[src/rtl/out_serializer.sv]
// Dual-channel frame serializer: a 2-deep pair buffer feeding L/R shift
// registers that stream WORD_W-bit frames MSB first, back to back when data waits.
module out_serializer #(
  parameter int WORD_W = 40
) (
  input  logic              Sclk,
  input  logic              Reset,
  input  logic              Clear,
  input  logic [WORD_W-1:0] DataL,
  input  logic [WORD_W-1:0] DataR,
  input  logic              DataValid,
  output logic              DataReady,
  output logic              OutReady,
  output logic              OutputL,
  output logic              OutputR,
  output logic              Overflow
);

  localparam int CntW = $clog2(WORD_W);
  localparam logic [CntW-1:0] LastBit = CntW'(WORD_W - 1);

  typedef enum logic {IDLE, SHIFT} state_t;

  state_t            state_q;
  logic [WORD_W-1:0] fifoL_q [2];
  logic [WORD_W-1:0] fifoR_q [2];
  logic              wrPtr_q;
  logic              rdPtr_q;
  logic [1:0]        count_q;
  logic [1:0]        count_d;
  logic [WORD_W-1:0] shiftL_q;
  logic [WORD_W-1:0] shiftR_q;
  logic [CntW-1:0]   bitCnt_q;
  logic              outReady_q;
  logic              overflow_q;

  logic push;
  logic pop;
  logic drop;
  logic frameEnd;

  // A full buffer refuses writes even when the head leaves on the same edge.
  always_comb begin
    frameEnd = (state_q == SHIFT) && (bitCnt_q == '0);
    pop      = !Clear && (count_q != 2'd0) && ((state_q == IDLE) || frameEnd);
    push     = !Clear && DataValid && (count_q != 2'd2);
    drop     = !Clear && DataValid && (count_q == 2'd2);
    count_d  = count_q + {1'b0, push} - {1'b0, pop};
  end

  always_ff @(posedge Sclk) begin
    if (push) begin
      fifoL_q[wrPtr_q] <= DataL;
      fifoR_q[wrPtr_q] <= DataR;
    end
  end

  always_ff @(posedge Sclk or posedge Reset) begin
    if (Reset) begin
      state_q    <= IDLE;
      wrPtr_q    <= 1'b0;
      rdPtr_q    <= 1'b0;
      count_q    <= 2'd0;
      shiftL_q   <= '0;
      shiftR_q   <= '0;
      bitCnt_q   <= '0;
      outReady_q <= 1'b0;
      overflow_q <= 1'b0;
    end else begin
      if (drop) begin
        overflow_q <= 1'b1;
      end
      if (Clear) begin
        state_q    <= IDLE;
        wrPtr_q    <= 1'b0;
        rdPtr_q    <= 1'b0;
        count_q    <= 2'd0;
        shiftL_q   <= '0;
        shiftR_q   <= '0;
        bitCnt_q   <= '0;
        outReady_q <= 1'b0;
      end else begin
        count_q <= count_d;
        if (push) begin
          wrPtr_q <= ~wrPtr_q;
        end
        if (pop) begin
          rdPtr_q    <= ~rdPtr_q;
          shiftL_q   <= fifoL_q[rdPtr_q];
          shiftR_q   <= fifoR_q[rdPtr_q];
          bitCnt_q   <= LastBit;
          outReady_q <= 1'b1;
          state_q    <= SHIFT;
        end else begin
          case (state_q)
            IDLE: begin
              shiftL_q   <= '0;
              shiftR_q   <= '0;
              outReady_q <= 1'b0;
            end
            SHIFT: begin
              // Zeroing the shifters on frame end keeps the serial pins low while idle.
              if (bitCnt_q != '0) begin
                shiftL_q <= {shiftL_q[WORD_W-2:0], 1'b0};
                shiftR_q <= {shiftR_q[WORD_W-2:0], 1'b0};
                bitCnt_q <= bitCnt_q - 1'b1;
              end else begin
                shiftL_q   <= '0;
                shiftR_q   <= '0;
                outReady_q <= 1'b0;
                state_q    <= IDLE;
              end
            end
            default: state_q <= IDLE;
          endcase
        end
      end
    end
  end

  assign DataReady = (count_q != 2'd2);
  assign OutReady  = outReady_q;
  assign OutputL   = shiftL_q[WORD_W-1];
  assign OutputR   = shiftR_q[WORD_W-1];
  assign Overflow  = overflow_q;

endmodule

[config.mk]
export PLATFORM = sky130hd
export DESIGN_NAME = out_serializer
export DESIGN_NICKNAME = d
export VERILOG_FILES = /design/src/rtl/out_serializer.sv
export SDC_FILE = /design/constraint.sdc
export NUM_CORES = 1
export LEC_CHECK = 0
export BUFFER_PORTS_ARGS = -buffer_cell sky130_fd_sc_hd__buf_2
export CAP_MARGIN = 20
export CORE_MARGIN = 10
export CORE_UTILIZATION = 40
export DETAILED_ROUTE_END_ITERATION = 16
export PLACE_DENSITY_LB_ADDON = 0.08
export SLEW_MARGIN = 15
export SYNTH_ARGS = -nofsm -noshare
export SYNTH_HDL_FRONTEND = slang
export SYNTH_SLANG_ARGS = --single-unit
[constraint.sdc]
create_clock -name Sclk -period 4.45 [get_ports Sclk]
set_input_delay 0.445 -clock Sclk [delete_from_list [all_inputs] [get_ports Sclk]]
set_output_delay 0.445 -clock Sclk [all_outputs]
set_load 0.03 [all_outputs]
==> reports/metrics.yaml, run 1 <==
global_route:
  antenna_found_initial: 0
  grt_max_degree: 93
  grt_pass1_vias: 5617
  grt_pass1_wl_um: 30200
  grt_use_total: 0.119
  grt_remaining_overflow: 0
placed_design:
  placedCellCount: 974
  hpwl_um: 10900
  io_buffers: 88
  gp_congestion: 0.708
hold_path:
  worstHoldPathType: "in2async"
final_layout:
  finalNonFillerCells: 1024
  layout-drive-gt1-share: 0.280
  nNetsFinal: 768
  fillers: 2101
  area_growth_pct: 16.2
  num_antenna_cells: 0
timing:
  tightest_slew_ns: 1.04
  finalCriticalPeriod_ns: 2.76
  rsz0062_at_grt: "no"
  period_share: 0.620
  finalClockSkew_ns: 0.00768
  drv_slew: 0
  finalSetupViolations: 0
  fmax_mhz: 363
  relSlewSlack: 0.303
  hold_viol: 0
logic_synthesis:
  syn_inst: 599
  synth_edf_count: 160
  synthTopCellsByArea: "edfxtp_1, dfrtp_1, mux2i_1"
  ys_ff_latch: 253
  synth_ff_type: "edfxtp_1"
  synth.net_count: 687
  syn-cell-area_sq_mm: 0.00979
  syn_avg_cell_area_sq_um: 16.3
  ys_types: 34
  synth_most_common_cell: "edfxtp_1"
  synthTopCellsByCount: "edfxtp_1, dfrtp_1, mux2i_1"
  ys.warnings.count: 0
  synth_top_area_cell: "edfxtp_1"
  synth_top_area_share: 0.491
  ys_seq_area_frac: 0.729
  synthArstFlopShare: 0.368
pwr:
  power_uw: 6410
  ir_worst_vdd_mv: 0.375
  powerDensity_mw_per_mm2: 564
  leakagePower_uw: 0.00427
critical_path:
  cp.required_ns: 4.85
  critPathMaxFanout: 76
  crit_path_start_kind: "flop"
  setup.worst_path.end_class: "flop"
  crit_arrival_ns: 3.16
  worstSetupPathType: "reg2reg"
detailed_routing:
  dr.pass1.iters: 6
  drt_iter0_markers: 351
  wl_per_cell_um: 18.4
  viasPerCell: 5.08
  num_vias: 5198
  routed_wirelength_um: 18800
  ant_nets: 0
  drc: 0
clock_network:
  cts_root_buffer: "clkbuf_16"
  clkTransAtPathRegs_ns: 0.06
  cts_tree: "done"
  cts_buffers: 27
  cts_resized: 0
  cts_max_path_buffers: 3
  clock_sinks: 253
  clock_latency_ns: 0.52
  cts_hold_buffers: 0
  htreeDepth: 1
  post_cts_buffers: 0
floorplan:
  ios: 89
  start_util: 0.405
  rows: 57
  die_y_um: 176
  core-area_sq_mm: 0.0242
  die_w_um: 176
  dieArea_sq_mm: 0.0311
outcome:
  status: "completed"
flow_run:
  maxCapViolCount: 0
[final cells by class]
| cell class | count | area (sq um) | share of cell area |
|---|---|---|---|
| clock buffers | 35 | 716 | 0.0629 |
| clock inverters | 14 | 115 | 0.0101 |
| inverters | 7 | 28.8 | 0.00253 |
| multi-input cells | 293 | 2420 | 0.213 |
| flip-flops and latches | 253 | 7140 | 0.627 |
| well taps | 324 | 405 | 0.0356 |
| repair buffers | 98 | 553 | 0.0486 |
[through the flow]
step	util	hold WS, ns	TNS [ns]	instance area, sq um	worst slack [ns]
finish	0.470	0.106	0	11400	1.69
global route	0.470	0.0840	0	11400	1.45
CTS	0.470	0.0825	0	11400	1.68
detailed placement	0.435	0.468	0	10500	1.69
global placement	0.435	0.468	0	10500	1.82
floorplan	-	0.455	-46.40	9790	-0.290
[cells by family after synthesis]
| logic type | after synthesis | share of synthesized area |
|---|---|---|
| flops | 253 | 0.729 |
| simple gates | 109 | 0.0551 |
| compound gates | 96 | 0.0982 |
| mux | 81 | 0.0828 |
| buf+inv | 53 | 0.0276 |
| fa+ha+maj | 4 | 0.00511 |
| xor+xnor | 3 | 0.00268 |
[final timing paths]
path	from	slack, ns	depth (start not counted)	to
min	Reset	0.11	2	shiftL_q[19]$_DFF_PP0_
max reg2reg	bitCnt_q[0]$_DFFE_PP0P_	1.69	11	count_q[1]$_DFF_PP0_
min reg2reg	shiftR_q[9]$_DFF_PP0_	0.48	2	shiftR_q[10]$_DFF_PP0_
max in group asynchronous	Reset	3.41	3	shiftR_q[23]$_DFF_PP0_
min in group Sclk	DataR[16]	0.11	1	fifoR_q[0][16]$_DFFE_PP_
max	bitCnt_q[0]$_DFFE_PP0P_	1.69	11	count_q[1]$_DFF_PP0_
[layer usage]
layer | vias to the layer above | track usage | part of all wire
met2 | 114 | 0.199 | 0.49
met1 | 2595 | 0.154 | 0.45
met5 | - | 0 | 0
met4 | 0 | 0.0340 | 0.024
met3 | 30 | 0.0246 | 0.040
li1 | 2459 | - | -
[registers in the layout, summed over array words and instances (netlist names)]
name,flops
fifoL_q,80
wrPtr_q,1
bitCnt_q,6
state_q,1
count_q,2
Overflow,1
rdPtr_q,1
shiftL_q,40
fifoR_q,80
shiftR_q,40
OutReady,1
[worst max-delay path, cell delays in order, from the launching register on]
cell,delay [ns]
dfrtp_1,0.40
inv_1,0.08
ha_1,0.23
nand2b_1,0.16
o21a_4,0.71
nor2_2,0.11
ha_1,0.31
inv_1,0.06
ha_1,0.16
xor2_1,0.18
xnor2_1,0.14
nor2_1,0.05
[power breakdown]
group	switching [uW]	internal, uW	leakage, uW
Combinational	836	466	0.00114
Sequential	171	2850	0.00273
Clock	851	1240	0.000406
Total	1860	4550	0.00427
[cell usage in the layout (no fill, tap or decap), types with 2 or more instances in the layout]
cell type / synthesis / layout
mux2i_1: 81 / 81
nor3_1: 5 / 5
clkinv_2: 0 / 5
a31oi_1: 2 / 2
nor2_1: 9 / 7
o31ai_1: 29 / 29
bufinv_16: 0 / 2
o31ai_2: 49 / 49
nand2b_1: 2 / 2
clkinv_1: 0 / 6
inv_1: 7 / 5
nand2_1: 8 / 8
xnor2_1: 2 / 2
a211oi_1: 3 / 3
o21ai_0: 2 / 2
nor2_4: 0 / 2
clkbuf_16: 0 / 27
clkbuf_1: 22 / 7
a21oi_1: 2 / 2
buf_12: 0 / 3
buf_4: 0 / 7
buf_2: 15 / 88
nand3_1: 79 / 79
nor2b_1: 3 / 3
a31o_2: 2 / 2
ha_1: 4 / 4
dfrtp_1: 93 / 92
edfxtp_1: 160 / 160
Note: power is estimated with default switching activity, not from simulation.
==> run 2, diff against run 1 <==
==> constraint.sdc (replaced) <==
create_clock -name Sclk -period 2.7 [get_ports Sclk]
set_input_delay 0.27 -clock Sclk [delete_from_list [all_inputs] [get_ports Sclk]]
set_output_delay 0.27 -clock Sclk [all_outputs]
set_load 0.03 [all_outputs]
==> run 2 against run 1 <==
Flip-flop and latch count did not move. Critical path depth unchanged. Register-to-register slack worse by 1.2 ns. Power increased by 68%. Maximum frequency increased by 26%. Setup slack got worse by 1.2 ns. Design area grew 7.5%. Non-clock buffer count rose by 80. Sequential share of layout area fell by 4.4 points. Worst hold slack got worse by 0.028 ns. Die area unchanged. Sequential power rose by 64%. Highest routed layer unchanged.
==> reports/metrics.yaml, run 2 (synthesized netlist as in run 1, its figures left out) <==
outcome:
  status: "completed"  # unchanged
critical_path:
  crit_arrival_ns: 2.60  # was 3.16 ns
  critPathMaxFanout: 4  # was 76
  r2r_setup_slack_ns: 0.50  # was 1.69 ns
  setup.worst_path.end_class: "flop"  # unchanged
  cp.required_ns: 3.10  # was 4.85 ns
  path_cells: "inv_1 -> ha_1 -> nand2b_1 -> o21a_4 -> nor2_2 -> ha_1 -> inv_1 -> ha_1 -> xor2_1 -> xnor2_1 -> nor2_1"  # unchanged
  ff2ff_path_depth: 11  # unchanged
  startpoint: "bitCnt_q[1]$_DFFE_PP0P_"  # was bitCnt_q[0]$_DFFE_PP0P_
  crit-reg2reg-launch: "bitCnt_q[1]$_DFFE_PP0P_"  # was bitCnt_q[0]$_DFFE_PP0P_
  crit_end: "count_q[1]$_DFF_PP0_"  # unchanged
  crit_path_start_kind: "flop"  # unchanged
  crit_path_max_incr_delay_ns: 0.41  # was 0.71 ns
  worstSetupPathType: "reg2reg"  # unchanged
  regToRegEndpoint: "count_q[1]$_DFF_PP0_"  # unchanged
  critPathSlowestCell: "dfrtp_1"  # was o21a_4
  crit_top_cell: "ha_1"  # unchanged
timing:
  period_share: 0.813  # was 0.620
  finalSetupViolations: 0  # unchanged
  tightest_slew_ns: 0.899  # was 1.04 ns
  rsz0062_at_grt: "no"  # unchanged
  hold_viol: 0  # unchanged
  relSlewSlack: 0.401  # was 0.303
  finalClockSkew_ns: 0.00672  # was 0.00768 ns
  hold_slack_ns: 0.0788  # was 0.106 ns
  finalCriticalPeriod_ns: 2.20  # was 2.76 ns
  fin_ws_ns: 0.504  # was 1.69 ns
  drv_slew: 0  # unchanged
  fmax_mhz: 455  # was 363 MHz
  setup_tns_ns: 0  # unchanged
global_route:
  grt_max_degree: 167  # was 93
  grt_use_total: 0.122  # was 0.119
  grt_pass1_vias: 6078  # was 5617
  antenna_found_initial: 0  # unchanged
  grt_pass1_wl_um: 31400  # was 30200 um
  grt_remaining_overflow: 0  # unchanged
pwr:
  leakagePower_uw: 0.00463  # was 0.00427 uW
  ir_worst_vdd_mv: 0.800  # was 0.375 mV
  powerDensity_mw_per_mm2: 881  # was 564 mW/mm^2
final_layout:
  fin_area_sq_mm: 0.0122  # was 0.0114 sq mm
  reg_top3: "fifoL_q: 80 flops, fifoR_q: 80 flops"  # unchanged
  final_common_cell: "edfxtp_1"  # unchanged
  fillers: 2038  # was 2101
  nNetsFinal: 848  # was 768
  num_antenna_cells: 0  # unchanged
  layout-drive-gt1-share: 0.250  # was 0.280
  mostFrequentLayoutCells: "edfxtp_1, dfrtp_1, buf_2, mux2i_1, dlygate4sd3_1"  # was edfxtp_1, dfrtp_1, buf_2, mux2i_1, nand3_1
  area_growth_pct: 25.0  # was 16.2%
  finalNonFillerCells: 1103  # was 1024
flow_run:
  maxCapViolCount: 0  # unchanged
placed_design:
  placedCellCount: 974  # unchanged
  io_buffers: 88  # unchanged
  hpwl_um: 10200  # was 10900 um
  post-place-ws_ns: 0.532  # was 1.69 ns
  placed_area_sq_mm: 0.0106  # was 0.0105 sq mm
  gp_congestion: 0.716  # was 0.708
detailed_routing:
  dr.pass1.iters: 4  # was 6
  viasPerCell: 5.08  # about the same
  num_vias: 5599  # was 5198
  wl_per_cell_um: 17.3  # was 18.4 um
  routed_wirelength_um: 19100  # was 18800 um
  ant_nets: 0  # unchanged
  drt_iter0_markers: 283  # was 351
  drc: 0  # unchanged
floorplan:
  core-area_sq_mm: 0.0242  # unchanged
  die_w_um: 176  # unchanged
  die_y_um: 176  # unchanged
  ios: 89  # unchanged
  start_util: 0.405  # unchanged
  dieArea_sq_mm: 0.0311  # unchanged
  rows: 57  # unchanged
clock_network:
  cts_tree: "done"  # unchanged
  clock_latency_ns: 0.53  # was 0.52 ns
  clock_sinks: 253  # unchanged
  htreeDepth: 1  # unchanged
  cts_resized: 0  # unchanged
  cts_root_buffer: "clkbuf_16"  # unchanged
  cts_max_path_buffers: 3  # unchanged
  cts_buffers: 27  # unchanged
  clkTransAtPathRegs_ns: 0.06  # about the same
hold_path:
  worstHoldPathType: "in2reg"  # was in2async
## run 2: worst min-delay path by stage
stage / startpoint / end / slack [ns] / cells past startpoint
after floorplan: DataL[0] / fifoL_q[0][0]$_DFFE_PP_ / 0.37 / 0
after global placement: Reset / shiftL_q[12]$_DFF_PP0_ / 0.40 / 2
after detailed placement: Reset / shiftL_q[12]$_DFF_PP0_ / 0.41 / 2
after CTS: Clear / count_q[0]$_DFF_PP0_ / 0.04 / 2
after global routing: Clear / bitCnt_q[3]$_DFFE_PP0P_ / 0.08 / 2
final: Clear / count_q[0]$_DFF_PP0_ / 0.08 / 2
## run 2: per-stage QoR
step / utilization / total power [uW]
2_1_floorplan: - / 6720
3_3_place_gp: 0.437 / 7160
3_5_place_dp: 0.437 / 7250
4_1_cts: 0.506 / 11000
5_1_grt: 0.506 / 11300
6_report: 0.506 / 10800
## run 2: layout make-up
cell class	instances	area [sq um]	area share
Tap cell	324	405	0.0331
Clock inverter	10	131	0.0107
Clock buffer	38	717	0.0586
Timing Repair Buffer	178	1390	0.114
Multi-Input combinational cell	293	2420	0.198
Inverter	7	28.8	0.00235
Sequential cell	253	7140	0.583
## run 2: critical path: cells and delay by family, from the launching register on
family	cells	cell delay, ns
compound gates	1	0.26
xor+xnor	2	0.33
fa+ha+maj	3	0.59
buf+inv	2	0.15
flops	1	0.41
simple gates	3	0.33
## run 2: routing by layer
| metal | vias to the layer above | track usage | share of wire |
|---|---|---|---|
| li1 | 2624 | - | - |
| met1 | 2832 | 0.156 | 0.44 |
| met2 | 106 | 0.208 | 0.50 |
| met3 | 37 | 0.0252 | 0.047 |
| met4 | 0 | 0.0329 | 0.019 |
| met5 | - | 0 | 0 |
## run 2: what timing repair did
action	in CTS	in global routing
endpoints found under the hold margin	205	0
hold buffers	81	0
setup buffers	0	0
## run 2: power breakdown
| part | internal [uW] | switching [uW] | total (uW) | leakage (uW) |
|---|---|---|---|---|
| sequential | 4690 | 250 | 4940 | 0.00273 |
| combinational | 861 | 1420 | 2280 | 0.00148 |
| clock | 2130 | 1430 | 3560 | 0.000414 |
| total | 7680 | 3100 | 10800 | 0.00463 |
==> run 3, diff against run 2 <==
--- a/config.mk
+++ b/config.mk
@@ -5,6 +5,7 @@
 export SDC_FILE = /design/constraint.sdc
 export NUM_CORES = 1
 export LEC_CHECK = 0
+export ABC_AREA = 1
 export BUFFER_PORTS_ARGS = -buffer_cell sky130_fd_sc_hd__buf_2
 export CAP_MARGIN = 20
 export CORE_MARGIN = 10
==> constraint.sdc (replaced) <==
create_clock -name Sclk -period 2.15 [get_ports Sclk]
set_input_delay 0.215 -clock Sclk [delete_from_list [all_inputs] [get_ports Sclk]]
set_output_delay 0.215 -clock Sclk [all_outputs]
set_load 0.03 [all_outputs]
==> run 3 against run 2 <==
First-iteration DRC count is 30% higher. Flip-flop and latch count stayed put. Synthesized area is 3.2% lower. Setup slack worse by 0.23 ns. Sequential power is 25% higher. Die area is 2.8% lower. Clock-buffer cell count is 5 higher. Register-to-register slack worse by 0.23 ns. Clock skew is 0.0080 ns higher. Utilization is 1.4 points higher. Clock power is 28% higher. Critical endpoint unchanged. Highest routed layer unchanged.
==> reports/metrics.yaml, run 3 <==
outcome:
  status: "completed"  # unchanged
logic_synthesis:
  synth_top_area_cell: "edfxtp_1"  # unchanged
  ys.warnings.count: 0  # unchanged
  synth_most_common_cell: "nand2_1"  # was edfxtp_1
  synth_ff_type: "edfxtp_1"  # unchanged
  ys_types: 24  # was 34
  synthTopCellsByCount: "nand2_1, edfxtp_1, dfrtp_1"  # was edfxtp_1, dfrtp_1, mux2i_1
  syn-cell-area_sq_mm: 0.00948  # was 0.00979 sq mm
  syn_avg_cell_area_sq_um: 11.4  # was 16.3 sq um
  ys_seq_area_frac: 0.752  # was 0.729
  synthArstFlopShare: 0.368  # unchanged
  synth.net_count: 920  # was 687
  ys_ff_latch: 253  # unchanged
  synth_top_area_share: 0.507  # was 0.491
  syn_inst: 832  # was 599
  synthTopCellsByArea: "edfxtp_1, dfrtp_1, nand2_1"  # was edfxtp_1, dfrtp_1, mux2i_1
  synth_edf_count: 160  # unchanged
critical_path:
  crit_path_start_kind: "flop"  # unchanged
  cp.required_ns: 2.54  # was 3.10 ns
  crit_top_cell: "ha_1"  # unchanged
  crit-reg2reg-launch: "bitCnt_q[0]$_DFFE_PP0P_"  # was bitCnt_q[1]$_DFFE_PP0P_
  startpoint: "bitCnt_q[0]$_DFFE_PP0P_"  # was bitCnt_q[1]$_DFFE_PP0P_
  crit_path_max_incr_delay_ns: 0.34  # was 0.41 ns
  ff2ff_path_depth: 11  # unchanged
  path_cells: "inv_1 -> ha_1 -> nand3_2 -> nand2_2 -> nand2_4 -> inv_6 -> ha_1 -> inv_1 -> ha_1 -> o21ai_0 -> a21oi_1"  # was inv_1 -> ha_1 -> nand2b_1 -> o21a_4 -> nor2_2 -> ha_1 -> inv_1 -> ha_1 -> xor2_1 -> xnor2_1 -> nor2_1
  setup.worst_path.end_class: "flop"  # unchanged
  critPathSlowestCell: "dfrtp_1"  # unchanged
  worstSetupPathType: "reg2reg"  # unchanged
  critPathMaxFanout: 8  # was 4
  crit_arrival_ns: 2.27  # was 2.60 ns
  regToRegEndpoint: "count_q[1]$_DFF_PP0_"  # unchanged
  r2r_setup_slack_ns: 0.27  # was 0.50 ns
placed_design:
  post-place-ws_ns: 0.320  # was 0.532 ns
  placedCellCount: 1221  # was 974
  gp_congestion: 0.756  # was 0.716
  hpwl_um: 10500  # was 10200 um
  placed_area_sq_mm: 0.0104  # was 0.0106 sq mm
  io_buffers: 88  # unchanged
final_layout:
  mostFrequentLayoutCells: "nand2_1, edfxtp_1, dfrtp_1, buf_2, dlygate4sd3_1"  # was edfxtp_1, dfrtp_1, buf_2, mux2i_1, dlygate4sd3_1
  finalNonFillerCells: 1356  # was 1103
  nNetsFinal: 1103  # was 848
  num_antenna_cells: 0  # unchanged
  final_common_cell: "nand2_1"  # was edfxtp_1
  reg_top3: "fifoL_q: 80 flops, fifoR_q: 80 flops"  # unchanged
  layout-drive-gt1-share: 0.153  # was 0.250
  area_growth_pct: 28.3  # was 25.0%
  fin_area_sq_mm: 0.0122  # about the same
detailed_routing:
  viasPerCell: 4.41  # was 5.08
  num_vias: 5980  # was 5599
  wl_per_cell_um: 14.3  # was 17.3 um
  dr.pass1.iters: 4  # unchanged
  ant_nets: 0  # unchanged
  routed_wirelength_um: 19400  # was 19100 um
  drt_iter0_markers: 367  # was 283
  drc: 0  # unchanged
floorplan:
  ios: 89  # unchanged
  start_util: 0.405  # about the same
  rows: 56  # was 57
  die_y_um: 174  # was 176 um
  die_w_um: 174  # was 176 um
  core-area_sq_mm: 0.0234  # was 0.0242 sq mm
  dieArea_sq_mm: 0.0303  # was 0.0311 sq mm
global_route:
  antenna_found_initial: 0  # unchanged
  grt_use_total: 0.128  # was 0.122
  grt_remaining_overflow: 0  # unchanged
  grt_pass1_wl_um: 31900  # was 31400 um
  grt_max_degree: 83  # was 167
  grt_pass1_vias: 6090  # was 6078
timing:
  fin_ws_ns: 0.272  # was 0.504 ns
  finalCriticalPeriod_ns: 1.88  # was 2.20 ns
  relSlewSlack: 0.648  # was 0.401
  hold_viol: 0  # unchanged
  finalClockSkew_ns: 0.0147  # was 0.00672 ns
  finalSetupViolations: 0  # unchanged
  fmax_mhz: 532  # was 455 MHz
  setup_tns_ns: 0  # unchanged
  tightest_slew_ns: 0.527  # was 0.899 ns
  rsz0062_at_grt: "no"  # unchanged
  period_share: 0.874  # was 0.813
  drv_slew: 0  # unchanged
clock_network:
  cts_buffers: 28  # was 27
  cts_hold_buffers: 83  # was 81
  cts_tree: "done"  # unchanged
  htreeDepth: 1  # unchanged
  cts_max_path_buffers: 3  # unchanged
  clock_latency_ns: 0.53  # about the same
  cts_resized: 0  # unchanged
  post_cts_buffers: 0  # unchanged
  clock_sinks: 253  # unchanged
  cts_root_buffer: "clkbuf_16"  # unchanged
  clkTransAtPathRegs_ns: 0.06  # about the same
hold_path:
  worstHoldPathType: "in2async"  # was in2reg
pwr:
  powerDensity_mw_per_mm2: 1130  # was 881 mW/mm^2
  leakagePower_uw: 0.00551  # was 0.00463 uW
  ir_worst_vdd_mv: 0.601  # was 0.800 mV
flow_run:
  maxCapViolCount: 0  # unchanged
==> run 3: cell types whose count changed after synthesis, moves of 4 or more <==
cell,delta
inv_1,+5
buf_6,-7
o21ai_0,+6
clkbuf_1,-13
buf_4,+4
o31ai_1,-29
o31ai_2,-49
nand3_1,-71
mux2i_1,-81
nand2_1,+480
nor3_1,-5
==> run 3: layout make-up <==
cell class | count | area (sq um)
well taps | 319 | 399
repair buffers | 186 | 1520
inverters | 16 | 70.1
clock inverters | 9 | 72.6
clock buffers | 43 | 828
multi-input cells | 530 | 2130
fillers | 2107 | 11200
flip-flops and latches | 253 | 7140
==> run 3: cell families after synthesis <==
family	count (synthesis)	synth area share
simple gates	510	0.206
flops	253	0.752
buf+inv	49	0.0263
compound gates	12	0.00660
xor+xnor	4	0.00370
fa+ha+maj	4	0.00528
==> run 3: power by group <==
group	total (uW)	switching (uW)	internal, uW
Clock	4570	1810	2760
Combinational	3000	2040	955
Sequential	6190	227	5960
Total	13800	4080	9680
==> run 3: worst max-delay path by stage <==
stage,cells after the start,to
final,11,count_q[1]$_DFF_PP0_
after global routing,11,count_q[1]$_DFF_PP0_
after global placement,11,count_q[1]$_DFF_PP0_
after CTS,11,count_q[1]$_DFF_PP0_
after floorplan,3,fifoL_q[0][0]$_DFFE_PP_
after detailed placement,11,count_q[1]$_DFF_PP0_
==> run 3: routing by layer <==
layer | GRT usage | up-vias | routed length, um
met4 | 0.0342 | 0 | 440
met2 | 0.211 | 90 | 9260
li1 | - | 3042 | -
met5 | 0 | - | 0
met1 | 0.169 | 2818 | 8970
met3 | 0.0258 | 30 | 681
==> run 3: critical path, delay by kind of cell, from the launching register on <==
kind / cells / cell delay, ns
and+or+nand+nor: 3 / 0.33
buffers and inverters: 3 / 0.18
adders and majority gates: 3 / 0.66
AOI/OAI and AO/OA: 2 / 0.25
DFF: 1 / 0.34
==> run 3: per-stage QoR <==
| stage | hold WS, ns | util | power (uW) |
|---|---|---|---|
| after floorplan | 0.280 | - | 8330 |
| after global placement | 0.299 | 0.446 | 9240 |
| after detailed placement | 0.293 | 0.446 | 9250 |
| after CTS | 0.269 | 0.520 | 14000 |
| after global routing | 0.336 | 0.520 | 14700 |
| final | 0.293 | 0.520 | 13800 |
